==> src/rtl/led_fade8.sv <==
// led_fade8: 8-channel LED fade/PWM driver behind the LED port latch.
// Ports: clk, rst (async high), led_in[7:0], fade_en -> led_out[7:0], busy.
module led_fade8 #(
  parameter int PRESCALE = 256,
  parameter int PWM_BITS = 8,
  parameter int STEP     = 8
) (
  input  logic       clk,
  input  logic       rst,
  input  logic [7:0] led_in,
  input  logic       fade_en,
  output logic [7:0] led_out,
  output logic       busy
);

  localparam int PW = (PRESCALE > 1) ? $clog2(PRESCALE) : 1;
  localparam logic [PW-1:0] PRE_LAST = PW'(PRESCALE - 1);
  localparam logic [PWM_BITS-1:0] BMAX = '1;
  localparam logic [PWM_BITS:0] STEP_W = (PWM_BITS + 1)'(STEP);

  logic [PW-1:0]       r_pre;
  logic [PWM_BITS-1:0] r_cnt;
  logic [PWM_BITS-1:0] r_bri [8];
  logic [7:0]          r_led;

  logic                w_tick;
  logic                w_pend;
  logic [PWM_BITS-1:0] w_tgt [8];
  logic [PWM_BITS:0]   w_up  [8];
  logic [PWM_BITS-1:0] w_dn  [8];
  logic [7:0]          w_lo;
  logic [PWM_BITS-1:0] w_nxt [8];
  logic [7:0]          w_ne;

  assign w_tick = (r_pre == PRE_LAST);
  assign w_pend = w_tick && (r_cnt == BMAX);

  always_ff @(posedge clk or posedge rst) begin
    if (rst) begin
      r_pre <= '0;
      r_cnt <= '0;
    end else begin
      r_pre <= w_tick ? '0 : r_pre + 1'b1;
      if (w_tick)
        r_cnt <= r_cnt + 1'b1;
    end
  end

  // Step arithmetic is one bit wider; the carry bit flags overflow
  // above BMAX, and w_lo flags a step that would go below zero.
  for (genvar g = 0; g < 8; g++) begin : g_ch
    assign w_tgt[g] = led_in[g] ? BMAX : '0;
    assign w_up[g]  = {1'b0, r_bri[g]} + STEP_W;
    assign w_dn[g]  = r_bri[g] - STEP_W[PWM_BITS-1:0];
    assign w_lo[g]  = {1'b0, r_bri[g]} < STEP_W;
    assign w_ne[g]  = (r_bri[g] != w_tgt[g]);
  end

  always_comb begin
    for (int i = 0; i < 8; i++) begin
      w_nxt[i] = r_bri[i];
      if (!fade_en) begin
        w_nxt[i] = w_tgt[i];
      end else if (w_pend) begin
        if (r_bri[i] < w_tgt[i])
          w_nxt[i] = w_up[i][PWM_BITS] ?
                     BMAX : w_up[i][PWM_BITS-1:0];
        else if (r_bri[i] > w_tgt[i])
          w_nxt[i] = w_lo[i] ? '0 : w_dn[i];
      end
    end
  end

  // On-phase sits at the start of each period; full scale is solid on.
  always_ff @(posedge clk or posedge rst) begin
    if (rst) begin
      for (int i = 0; i < 8; i++)
        r_bri[i] <= '0;
      r_led <= '0;
    end else begin
      for (int i = 0; i < 8; i++) begin
        r_bri[i] <= w_nxt[i];
        r_led[i] <= (r_bri[i] == BMAX) || (r_bri[i] > r_cnt);
      end
    end
  end

  assign led_out = r_led;
  assign busy    = |w_ne;

endmodule

==> config.mk <==
export PLATFORM = sky130hd
export DESIGN_NAME = led_fade8
export DESIGN_NICKNAME = d
export VERILOG_FILES = /design/src/rtl/led_fade8.sv
export SDC_FILE = /design/constraint.sdc
export NUM_CORES = 1
export LEC_CHECK = 0
export CAP_MARGIN = 20
export CORE_MARGIN = 2
export CORE_UTILIZATION = 50
export CTS_BUF_LIST = sky130_fd_sc_hd__clkbuf_4 sky130_fd_sc_hd__clkbuf_8
export CTS_CLUSTER_DIAMETER = 60
export CTS_CLUSTER_SIZE = 25
export DETAILED_ROUTE_END_ITERATION = 12
export PLACE_DENSITY = 0.67
export SLEW_MARGIN = 20
export SYNTH_ARGS = -nofsm -noshare
export SYNTH_HDL_FRONTEND = slang
export SYNTH_SLANG_ARGS = --single-unit
==> constraint.sdc <==
create_clock -name clk -period 3.3 [get_ports clk]
set_clock_uncertainty 0.15 [all_clocks]
set_input_delay 0.66 -clock clk [delete_from_list [all_inputs] [get_ports clk]]
set_output_delay 0.66 -clock clk [all_outputs]
set_load 0.01 [all_outputs]
==> key figures, run 1 <==
Timing
  – RSZ-0062 raised after global routing: false
  – Post-layout minimum cycle time: 3.20 ns
  – Rel. slew slack: 52.4%
  – Finish-stage setup viols: 0
  – Final slew viol count: 0
  – Fmax: 0.313 GHz
  – Fin crit share: 96.9%
  – Worst-margin pin slew: 0.707 ns
  – Fin. Hold Viols: 0

CTS
  – Max Root-Sink Buffers: 2
  – Post-CTS Hold Buffers: 0
  – H-tree Lvls: 3
  – CTS buffer count: 9
  – Clk sinks: 72
  – Register clock-pin slew on the reported worst setup and hold paths: 0.08 ns
  – Clk Latency, worst-skew pair: 0.37 ns
  – CTS tree: yes
  – CTS root buf: clkbuf_8

Worst setup path
  – Crit path max fanout: 5
  – CP Data Required Time: 2.49 ns
  – Crit Path Class: in2out
  – Worst setup SP type: input pin
  – CP arrival: 2.39 ns
  – CP endpoint kind: output port

Hold path
  – Min-delay worst type: reg2reg

Flow run
  – Max Cap Viol: 0

Detailed routing
  – Post-DRT Antenna Nets: 0
  – WL/cell: 15.8 um
  – Routed WL: 19,700 um
  – Vias: 7,409
  – Vias per inst: 5.93
  – Pre-Repair DR Iteration Count: 5
  – 1st-iter DRT viols: 617
  – DRC errors left: 0

Synthesis
  – Number of synthesized flops with an enable pin: 0
  – YS warnings: 0
  – Synth area leader: dfrtp_1
  – Syn Area/Cell: 7.92 sq um
  – Async SR Flop Fraction: 100%
  – Unique masters post-synth: 60
  – Commonest register cell after synthesis: dfrtp_1
  – Area share of the largest cell type after synthesis: 24.1%
  – Synth Cell Area: 7470 sq um
  – Post-Synthesis Net Count: 1,093
  – Largest cells by area after synthesis: dfrtp_1 24%, ha_1 23%, o21ai_0 6.0%, a21oi_1 5.7%, nand2_1 4.5%
  – Seq cells post-synth: 72
  – Sequential cell area fraction in the yosys report: 24.1%
  – Synthesized instance count: 944

Placed design
  – RD Place Congestion: 0.882
  – Dpl hpwl: 14,400 um
  – Inst Count DP: 1,232
  – I/O Buffers: 19

Final layout
  – # diodes: 0
  – Final core utilization: 61.9%
  – Nets: 1,210
  – Layout cells sized above 1: 16.4%
  – Non-Filler Instances: 1,249
  – Layout area overhead: 20.8%

Die
  – Total I/O pin count: 20
  – Site Rows: 44
  – DIE WIDTH: 126 um
  – Starting Density: 51.2%
  – Die span in y: 126 um
  – Core area: 14,600 sq um
  – Die ar.: 15,900 sq um

Global routing
  – Global-route wire length before repair: 33,300 um
  – Pin count of the biggest net entering global routing: 43
  – Tot GR Track Use: 25.3%
  – Remaining Overflow, GRT: 0
  – Vias in the first global route: 6,853
  – Initial antenna violation count: 0

Power
  – PD cells: 437 nW/um^2
  – VDD IR max: 0.273 mV
  – P_leak: 4.14 nW

Status
  – Status: finished, final reports clean
## critical path: stages
cell and delay (ns):
dlygate4sd2_1 0.23, inv_2 0.07, ha_1 0.30, and4_1 0.22
and3_4 0.20, nand4_1 0.12, or4_4 0.46, buf_6 0.14
## registers in the layout, indices dropped and copies added, names as in the netlist
| name | cells |
|---|---|
| r_bri | 48 |
| led_out | 8 |
| r_cnt | 8 |
| r_pre | 8 |
## final cells by class
cell class	instances	area, sq um
Multi-Input combinational cell	788	5490
Tap cell	184	230
Clock buffer	12	159
Inverter	53	205
Sequential cell	72	1800
Clock inverter	3	65.1
Timing Repair Buffer	137	1080
Fill cell	1275	5570
## layer usage
metal	wire, um	GRT usage, %
met1	9470	35.3
met2	9010	40.7
met3	827	3.14
met4	365	8.86
met5	0	0
## what timing repair did
action | in CTS | in global routing
endpoints found under the setup margin | 1 | 1
pin swaps | 13 | 3
gates resized for setup | 41 | 1
setup buffers | 1 | 1
## logic make-up (layout without fill, tap and decap cells)
family	after synthesis	after routing	share of synthesized area, %
compound gates	300	300	24.4
xor+xnor	16	16	1.88
fa+ha+maj	138	138	23.1
buf+inv	84	205	4.22
flops	72	72	24.1
mux	3	3	0.435
simple gates	331	331	21.9
## report_power, final
group          internal, mW  switching [mW]  total [mW]  leakage [nW]
clock network         0.471           0.361       0.832         0.116
registers              1.01          0.0999        1.11         0.838
logic                 0.904            1.10        2.00          3.19
total                  2.38            1.56        3.94          4.14
## stage by stage
| stage | hold slack [ns] | area (sq um) | total power [mW] | setup slack [ns] | setup TNS [ns] |
|---|---|---|---|---|---|
| 4_1_cts | 0.342 | 9010 | 3.93 | 0.0152 | 0 |
| 5_1_grt | 0.372 | 9020 | 4.27 | 0.0179 | 0 |
| 6_report | 0.339 | 9020 | 3.94 | 0.103 | 0 |
| 2_1_floorplan | 0.298 | 7470 | 2.37 | 0.498 | 0 |
| 3_5_place_dp | 0.331 | 8660 | 3.06 | -0.681 | -0.976 |
| 3_3_place_gp | 0.323 | 8660 | 3.03 | -0.663 | -0.900 |
## final timing paths
path                                        from                    end  slack [ns]  cells past startpoint
max                                    led_in[7]                   busy        0.10                      8
max reg2reg                r_bri[15]$_DFFE_PP0P_  r_bri[13]$_DFFE_PP0P_        0.77                     10
min reg2reg                   r_pre[0]$_DFF_PP0_     r_pre[0]$_DFF_PP0_        0.34                      1
min in group asynchronous                    rst  r_bri[59]$_DFFE_PP0P_        0.51                      2
min                           r_pre[0]$_DFF_PP0_     r_pre[0]$_DFF_PP0_        0.34                      1
max in group asynchronous                    rst  r_bri[14]$_DFFE_PP0P_        1.86                      3
## placed cells by master, fill, tap and decap left out, types with 10 or more instances in the layout
master,instances
dfrtp_1,72
nand4_1,29
a21oi_1,85
ha_1,131
clkbuf_8,11
nand2_1,89
o22ai_1,11
nor4_1,10
xnor2_1,10
a31oi_1,30
nor2_1,81
nand3_1,29
o21ai_0,89
inv_1,43
buf_4,117
a21o_1,20
and3_1,11
nand2b_1,16
nor3_1,15
nor2b_1,13
## cells in the mapped netlist (4+ instances only)
cell       instances
clkbuf_1          31
a31oi_1           30
xnor2_1           10
or3_1              4
o211ai_1           8
nand2b_1          16
o22a_1             5
nor2_1            84
and4_1             4
xor2_1             6
o21ai_0           89
inv_1             52
a21boi_0           4
ha_1             138
a21oi_1           85
o22ai_1           11
nand4_1           29
a311oi_1           4
o21a_1             5
nor3_1            15
nor4_1            10
nand3_1           31
nor2b_1           13
and3_1            15
dfrtp_1           72
o2111ai_1          6
a21o_1            20
nand2_1           90
No activity file was read; power rests on OpenSTA's default activity.
==> inputs of run 2 (changes only) <==
Settings changed: SETUP_SLACK_MARGIN set to 0.15.
==> run 2 against run 1 <==
Against the previous run: flip-flop and latch count unchanged; via count up 0.62%; power up 1.6%; largest cell class unchanged; largest power group unchanged; highest routed layer unchanged.
==> key figures, run 2 (same netlist as run 1, synthesis figures left out) <==
Global routing
  – Pin count of the biggest net entering global routing: 43 (unchanged)
  – Global-route wire length before repair: 34,000 um (+1.9%)
  – Vias in the first global route: 6,988 (+2.0%)
  – Tot GR Track Use: 25.8% (+0.48 points)
  – Remaining Overflow, GRT: 0 (unchanged)
  – Initial antenna violation count: 0 (unchanged)

CTS
  – CTS root buf: clkbuf_8
  – H-tree Lvls: 3 (unchanged)
  – CTS tree: yes
  – Register clock-pin slew on the reported worst setup and hold paths: 0.08 ns (about the same)
  – Max Root-Sink Buffers: 2 (unchanged)
  – Post-CTS Hold Buffers: 0 (unchanged)
  – CTS buffer count: 9 (unchanged)
  – Clk sinks: 72 (unchanged)
  – Clk Latency, worst-skew pair: 0.37 ns (about the same)

Final layout
  – Commonest non-fill, non-tap cells in the layout: 123 x buf_4, 121 x ha_1, 89 x o21ai_0
  – Most common cell after layout, fill and taps aside: buf_4
  – Nets: 1,216 (+0.50%)
  – # diodes: 0 (unchanged)
  – Reg with most FFs: r_bri
  – Largest register FFs: 48 (unchanged)
  – Layout cells sized above 1: 18.7% (+2.2 points)
  – Area of the multi-input gates: 5620 sq um (+2.5%)
  – Register Area: 1800 sq um (unchanged)
  – Final instance area: 9190 sq um (+1.9%)
  – Filler Cell Count: 1,245 (-2.4%)
  – Layout area overhead: 23.0%

Timing
  – Worst-margin pin slew: 0.730 ns (+0.0224 ns)
  – Final slew viol count: 0 (unchanged)
  – Fmax: 0.319 GHz (+2.0%)
  – Post-layout minimum cycle time: 3.13 ns (-0.0639 ns)
  – Fin. Hold Viols: 0 (unchanged)
  – RSZ-0062 raised after global routing: false
  – Finish-stage setup viols: 0 (unchanged)
  – Rel. slew slack: 50.9% (-1.5 points)
  – Final hold slack: 0.339 ns (+0.0000280 ns)
  – Final setup TNS: 0 ns (unchanged)
  – Fin crit share: 94.9% (-1.9 points)

Power
  – PD cells: 436 nW/um^2 (-0.23%)
  – P_leak: 4.17 nW (+0.57%)
  – VDD IR max: 0.273 mV (about the same)

Worst setup path
  – CP Cell Sequence: buf_2 > inv_4 > ha_1 > nand2_2 > nor2_4 > and3_4 > nand4_1 > or4_4 > buf_6
  – CP Data Required Time: 2.49 ns (about the same)
  – Critical path's top delay family: simple AND/OR/NAND/NOR gates
  – Crit path max fanout: 5 (unchanged)
  – Crit Path Class: in2out
  – CP arrival: 2.32 ns (-0.07 ns)
  – Largest stage delay on the critical path: 0.52 ns (+0.06 ns)
  – CP endpoint kind: output port
  – Worst setup SP type: input pin
  – WP buf/inv: 3 (unchanged)
  – Slowest CP cell: or4_4

Flow run
  – Max Cap Viol: 0 (unchanged)

Die
  – Total I/O pin count: 20 (unchanged)
  – DIE WIDTH: 126 um (unchanged)
  – Die ar.: 15,900 sq um (unchanged)
  – Starting Density: 51.2% (unchanged)
  – Site Rows: 44 (unchanged)
  – Die span in y: 126 um (unchanged)
  – Core area: 14,600 sq um (unchanged)

Hold path
  – Min-delay worst type: reg2reg

Detailed routing
  – Post-DRT Antenna Nets: 0 (unchanged)
  – 1st-iter DRT viols: 559 (-9.4%)
  – Vias per inst: 5.94 (+0.14%)
  – Pre-Repair DR Iteration Count: 5 (unchanged)
  – DR WL met2: 9340 um (+3.7%)
  – Top routing layer used: met4
  – WL/cell: 16.0 um (+1.7%)
  – Routed WL: 20,100 um (+2.2%)
  – M1 wire length: 9500 um (+0.27%)
  – WL met3: 913 um (+10%)
  – Vias: 7,455 (+0.62%)
  – DRC errors left: 0 (unchanged)

Placed design
  – RD Place Congestion: 0.882 (unchanged)
  – Dpl hpwl: 14,400 um (unchanged)
  – Post-DP Area: 8660 sq um (unchanged)
  – I/O Buffers: 19 (unchanged)

Status
  – Status: finished, final reports clean
## run 2: path summary, 6_finish.rpt
check | start | to | slack, ns | depth (start not counted)
worst max-delay path | led_in[0] | busy | 0.17 | 9
worst min-delay path | r_pre[0]$_DFF_PP0_ | r_pre[0]$_DFF_PP0_ | 0.34 | 1
worst max register to register | r_bri[13]$_DFFE_PP0P_ | r_bri[13]$_DFFE_PP0P_ | 0.34 | 14
worst min register to register | r_pre[0]$_DFF_PP0_ | r_pre[0]$_DFF_PP0_ | 0.34 | 1
max in group asynchronous | rst | r_bri[53]$_DFFE_PP0P_ | 1.85 | 3
min in group asynchronous | rst | r_bri[59]$_DFFE_PP0P_ | 0.51 | 2
## run 2: layout make-up
class	instances	area share [%]
flip-flops and latches	72	19.6
repair buffers	143	11.9
multi-input cells	788	61.2
inverters	53	2.34
clock inverters	3	0.708
well taps	184	2.50
clock buffers	12	1.73
## run 2: worst register-to-register path, delay by kind of cell, from the launching register on
kind / cells / cell delay, ns
buffers and inverters: 6 / 0.81
AOI/OAI and AO/OA: 3 / 0.44
DFF: 1 / 0.42
and+or+nand+nor: 4 / 0.79
adders and majority gates: 1 / 0.28
## run 2: through the flow
step / util (%) / setup WS, ns / instances / total power, mW
after floorplan: - / 0.498 / 944 / 2.37
after global placement: 59.3 / -0.663 / 1232 / 3.03
after detailed placement: 59.3 / -0.681 / 1232 / 3.06
after CTS: 62.9 / 0.176 / 1253 / 3.97
after global routing: 63.0 / 0.146 / 1255 / 4.33
final: 63.0 / 0.167 / 1255 / 4.01
## run 2: per-layer routing
layer	vias to the layer above	GRT usage [%]
li1	3756	-
met1	3465	35.4
met2	209	42.1
met3	25	3.31
met4	0	8.92
met5	-	0
## run 2: power by group
part | total (mW) | switching [mW] | internal [mW]
clock network | 0.831 | 0.360 | 0.471
registers | 1.12 | 0.109 | 1.01
logic | 2.06 | 1.12 | 0.937
total | 4.01 | 1.59 | 2.41
## run 2: what timing repair did
action | 4_1_cts | 5_1_grt
setup buffers | 6 | 2
resized for setup | 66 | 9
setup endpoints to repair | 1 | 1
pin swaps | 13 | 5
==> inputs of run 3 (changes only) <==
Settings changed: ABC_AREA set to 1, SKIP_CTS_REPAIR_TIMING set to 1.
==> run 3 against run 2 <==
Against the previous run: combinational power grew 28%; sequential power grew 8%; clock power grew 1%.
==> key figures, run 3 <==
Timing
  – Fin crit share: 93.2% (-1.8 points)
  – Final slew viol count: 0 (unchanged)
  – Fmax: 0.325 GHz (+1.9%)
  – Post-layout minimum cycle time: 3.07 ns (-0.0583 ns)
  – Finish-stage setup viols: 0 (unchanged)
  – RSZ-0062 raised after global routing: false
  – Final hold slack: 0.342 ns (+0.00262 ns)
  – Rel. slew slack: 52.0% (+1.1 points)
  – Fin. Hold Viols: 0 (unchanged)
  – Final setup TNS: 0 ns (unchanged)
  – Worst-margin pin slew: 0.720 ns (-0.00944 ns)

Global routing
  – Initial antenna violation count: 0 (unchanged)
  – Tot GR Track Use: 24.9% (-0.88 points)
  – Remaining Overflow, GRT: 0 (unchanged)
  – Vias in the first global route: 7,641 (+9.3%)
  – Global-route wire length before repair: 36,600 um (+7.8%)
  – Pin count of the biggest net entering global routing: 63 (+47%)

Power
  – Part of the power in registers: 25.8% (-2.0 points)
  – Switching Power: 2.09 mW (+31%)
  – PD cells: 475 nW/um^2 (+8.9%)
  – VDD IR max: 0.242 mV (-12%)
  – Cell Int Power: 2.59 mW (+7.2%)
  – Clk pwr share: 18.0% (-2.7 points)
  – Combinational Power Share: 56.2% (+4.8 points)
  – Sw frac: 44.7% (+4.9 points)
  – P_leak: 5.35 nW (+28%)

Detailed routing
  – DR WL met2: 10,100 um (+7.7%)
  – WL/cell: 13.5 um (-16%)
  – Post-DRT Antenna Nets: 0 (unchanged)
  – DRC errors left: 0 (unchanged)
  – Top routing layer used: met4
  – M1 wire length: 10,700 um (+13%)
  – Vias per inst: 5.19 (-13%)
  – 1st-iter DRT viols: 429 (-23%)
  – Pre-Repair DR Iteration Count: 5 (unchanged)
  – Routed WL: 21,900 um (+8.7%)
  – Vias: 8,418 (+13%)
  – WL met3: 794 um (-13%)

Worst setup path
  – WP buf/inv: 3 (unchanged)
  – CP arrival: 2.26 ns (-0.06 ns)
  – CP endpoint kind: output port
  – CP Data Required Time: 2.49 ns (about the same)
  – CP Cell Sequence: clkdlybuf4s50_1 > inv_2 > ha_1 > nand2_1 > nor2_2 > nand3_2 > nor4_2 > nand2_1 > buf_2
  – Largest stage delay on the critical path: 0.50 ns (-0.02 ns)
  – Worst setup SP type: input pin
  – Crit path max fanout: 5 (unchanged)
  – Slowest CP cell: clkdlybuf4s50_1
  – Most frequent CP cell: nand2_1
  – Critical path's top delay family: buffers and inverters
  – Crit Path Class: in2out

Synthesis
  – Largest cells by area after synthesis: dfrtp_1 21%, ha_1 20%, nand2_1 19%, nand3_1 7.8%, inv_1 6.6%
  – YS warnings: 0 (unchanged)
  – Seq cells post-synth: 72 (unchanged)
  – Number of synthesized flops with an enable pin: 0 (unchanged)
  – Area share of the largest cell type after synthesis: 21.2% (-2.9 points)
  – Synthesized instance count: 1,306 (+38%)
  – Unique masters post-synth: 32 (-47%)
  – Synth area leader: dfrtp_1
  – Async SR Flop Fraction: 100% (unchanged)
  – Post-Synthesis Net Count: 1,455 (+33%)
  – Top post-synthesis cells by count: 424 x nand2_1, 150 x inv_1, 138 x ha_1
  – Commonest register cell after synthesis: dfrtp_1
  – Syn Area/Cell: 6.49 sq um (-18%)
  – Top-count cell post-synth: nand2_1
  – Synth Cell Area: 8480 sq um (+13%)
  – Sequential cell area fraction in the yosys report: 21.2% (-2.9 points)

Placed design
  – Dpl hpwl: 16,000 um (+11%)
  – I/O Buffers: 19 (unchanged)
  – RD Place Congestion: 0.845 (-4.1%)

CTS
  – Clk Latency, worst-skew pair: 0.38 ns (about the same)
  – Register clock-pin slew on the reported worst setup and hold paths: 0.07 ns (about the same)
  – CTS root buf: clkbuf_8
  – CTS buffer count: 9 (unchanged)
  – H-tree Lvls: 3 (unchanged)
  – CTS tree: yes
  – Max Root-Sink Buffers: 2 (unchanged)
  – Clk sinks: 72 (unchanged)

Hold path
  – Min-delay worst type: reg2reg

Final layout
  – Reg with most FFs: r_bri
  – # diodes: 0 (unchanged)
  – Layout area overhead: 16.2%
  – Most common cell after layout, fill and taps aside: nand2_1
  – Nets: 1,546 (+27%)
  – Final core utilization: 59.4% (-3.6 points)
  – Filler Cell Count: 1,570 (+26%)
  – Layout cells sized above 1: 13.3% (-5.3 points)
  – Largest register FFs: 48 (unchanged)
  – Commonest non-fill, non-tap cells in the layout: 423 x nand2_1, 141 x inv_1, 133 x ha_1

Die
  – Die ar.: 18,000 sq um (+13%)
  – Site Rows: 47 (+6.8%)
  – Die span in y: 134 um (+6.3%)
  – Starting Density: 51.1% (-0.079 points)
  – DIE WIDTH: 134 um (+6.3%)
  – Total I/O pin count: 20 (unchanged)
  – Core area: 16,600 sq um (+14%)

Flow run
  – Max Cap Viol: 0 (unchanged)

Status
  – Status: finished, final reports clean
[run 3: per-layer routing]
layer | track usage [%] | up-vias
li1 | - | 4439
met1 | 34.6 | 3788
met2 | 41.1 | 165
met3 | 3.29 | 26
met4 | 6.20 | 0
met5 | 0 | -
[run 3: path summary, 6_finish.rpt]
kind | startpoint | to | slack, ns | depth (start not counted)
setup reg to reg | r_pre[0]$_DFF_PP0_ | r_bri[55]$_DFFE_PP0P_ | 0.99 | 11
min in group asynchronous | rst | led_out[0]$_DFF_PP0_ | 0.47 | 2
max in group asynchronous | rst | r_cnt[4]$_DFFE_PP0N_ | 1.88 | 3
hold reg to reg | r_cnt[6]$_DFFE_PP0N_ | r_cnt[6]$_DFFE_PP0N_ | 0.34 | 1
setup / recovery | led_in[3] | busy | 0.23 | 9
hold / removal | r_cnt[6]$_DFFE_PP0N_ | r_cnt[6]$_DFFE_PP0N_ | 0.34 | 1
[run 3: stage by stage]
stage / power (mW) / cells / worst slack, ns / instance area [sq um]
2_1_floorplan: 3.00 / 1306 / 0.665 / 8480
3_3_place_gp: 3.73 / 1604 / -0.375 / 9440
3_5_place_dp: 3.77 / 1604 / -0.397 / 9440
4_1_cts: 4.62 / 1620 / -0.402 / 9660
5_1_grt: 5.17 / 1622 / 0.103 / 9850
6_report: 4.68 / 1622 / 0.226 / 9850
[run 3: area by class of cell]
class                      count  area (sq um)  share of cell area, %
clock inverter                 3          65.1                  0.660
multi-input combinational   1049          6090                   61.8
sequential                    72          1800                   18.3
clock buffer                  13           160                   1.63
tap                          220           275                   2.79
inverter                     161           608                   6.17
timing repair buffer         104           848                   8.61
[run 3: logic make-up after synthesis]
kind of cell    share of synthesized area [%]
compound gates                           10.5
buf+inv                                  8.78
fa+ha+maj                                20.4
simple gates                             36.3
xor+xnor                                 2.79
flops                                    21.2
[run 3: power by group through the flow]
| stage | logic [mW] | clock network, mW | registers (mW) |
|---|---|---|---|
| floorplan | 1.77 | 0 | 1.23 |
| global placement | 2.51 | 0 | 1.21 |
| detailed placement | 2.55 | 0 | 1.22 |
| CTS | 2.57 | 0.853 | 1.20 |
| global route | 3.06 | 0.890 | 1.22 |
| finish | 2.63 | 0.843 | 1.21 |
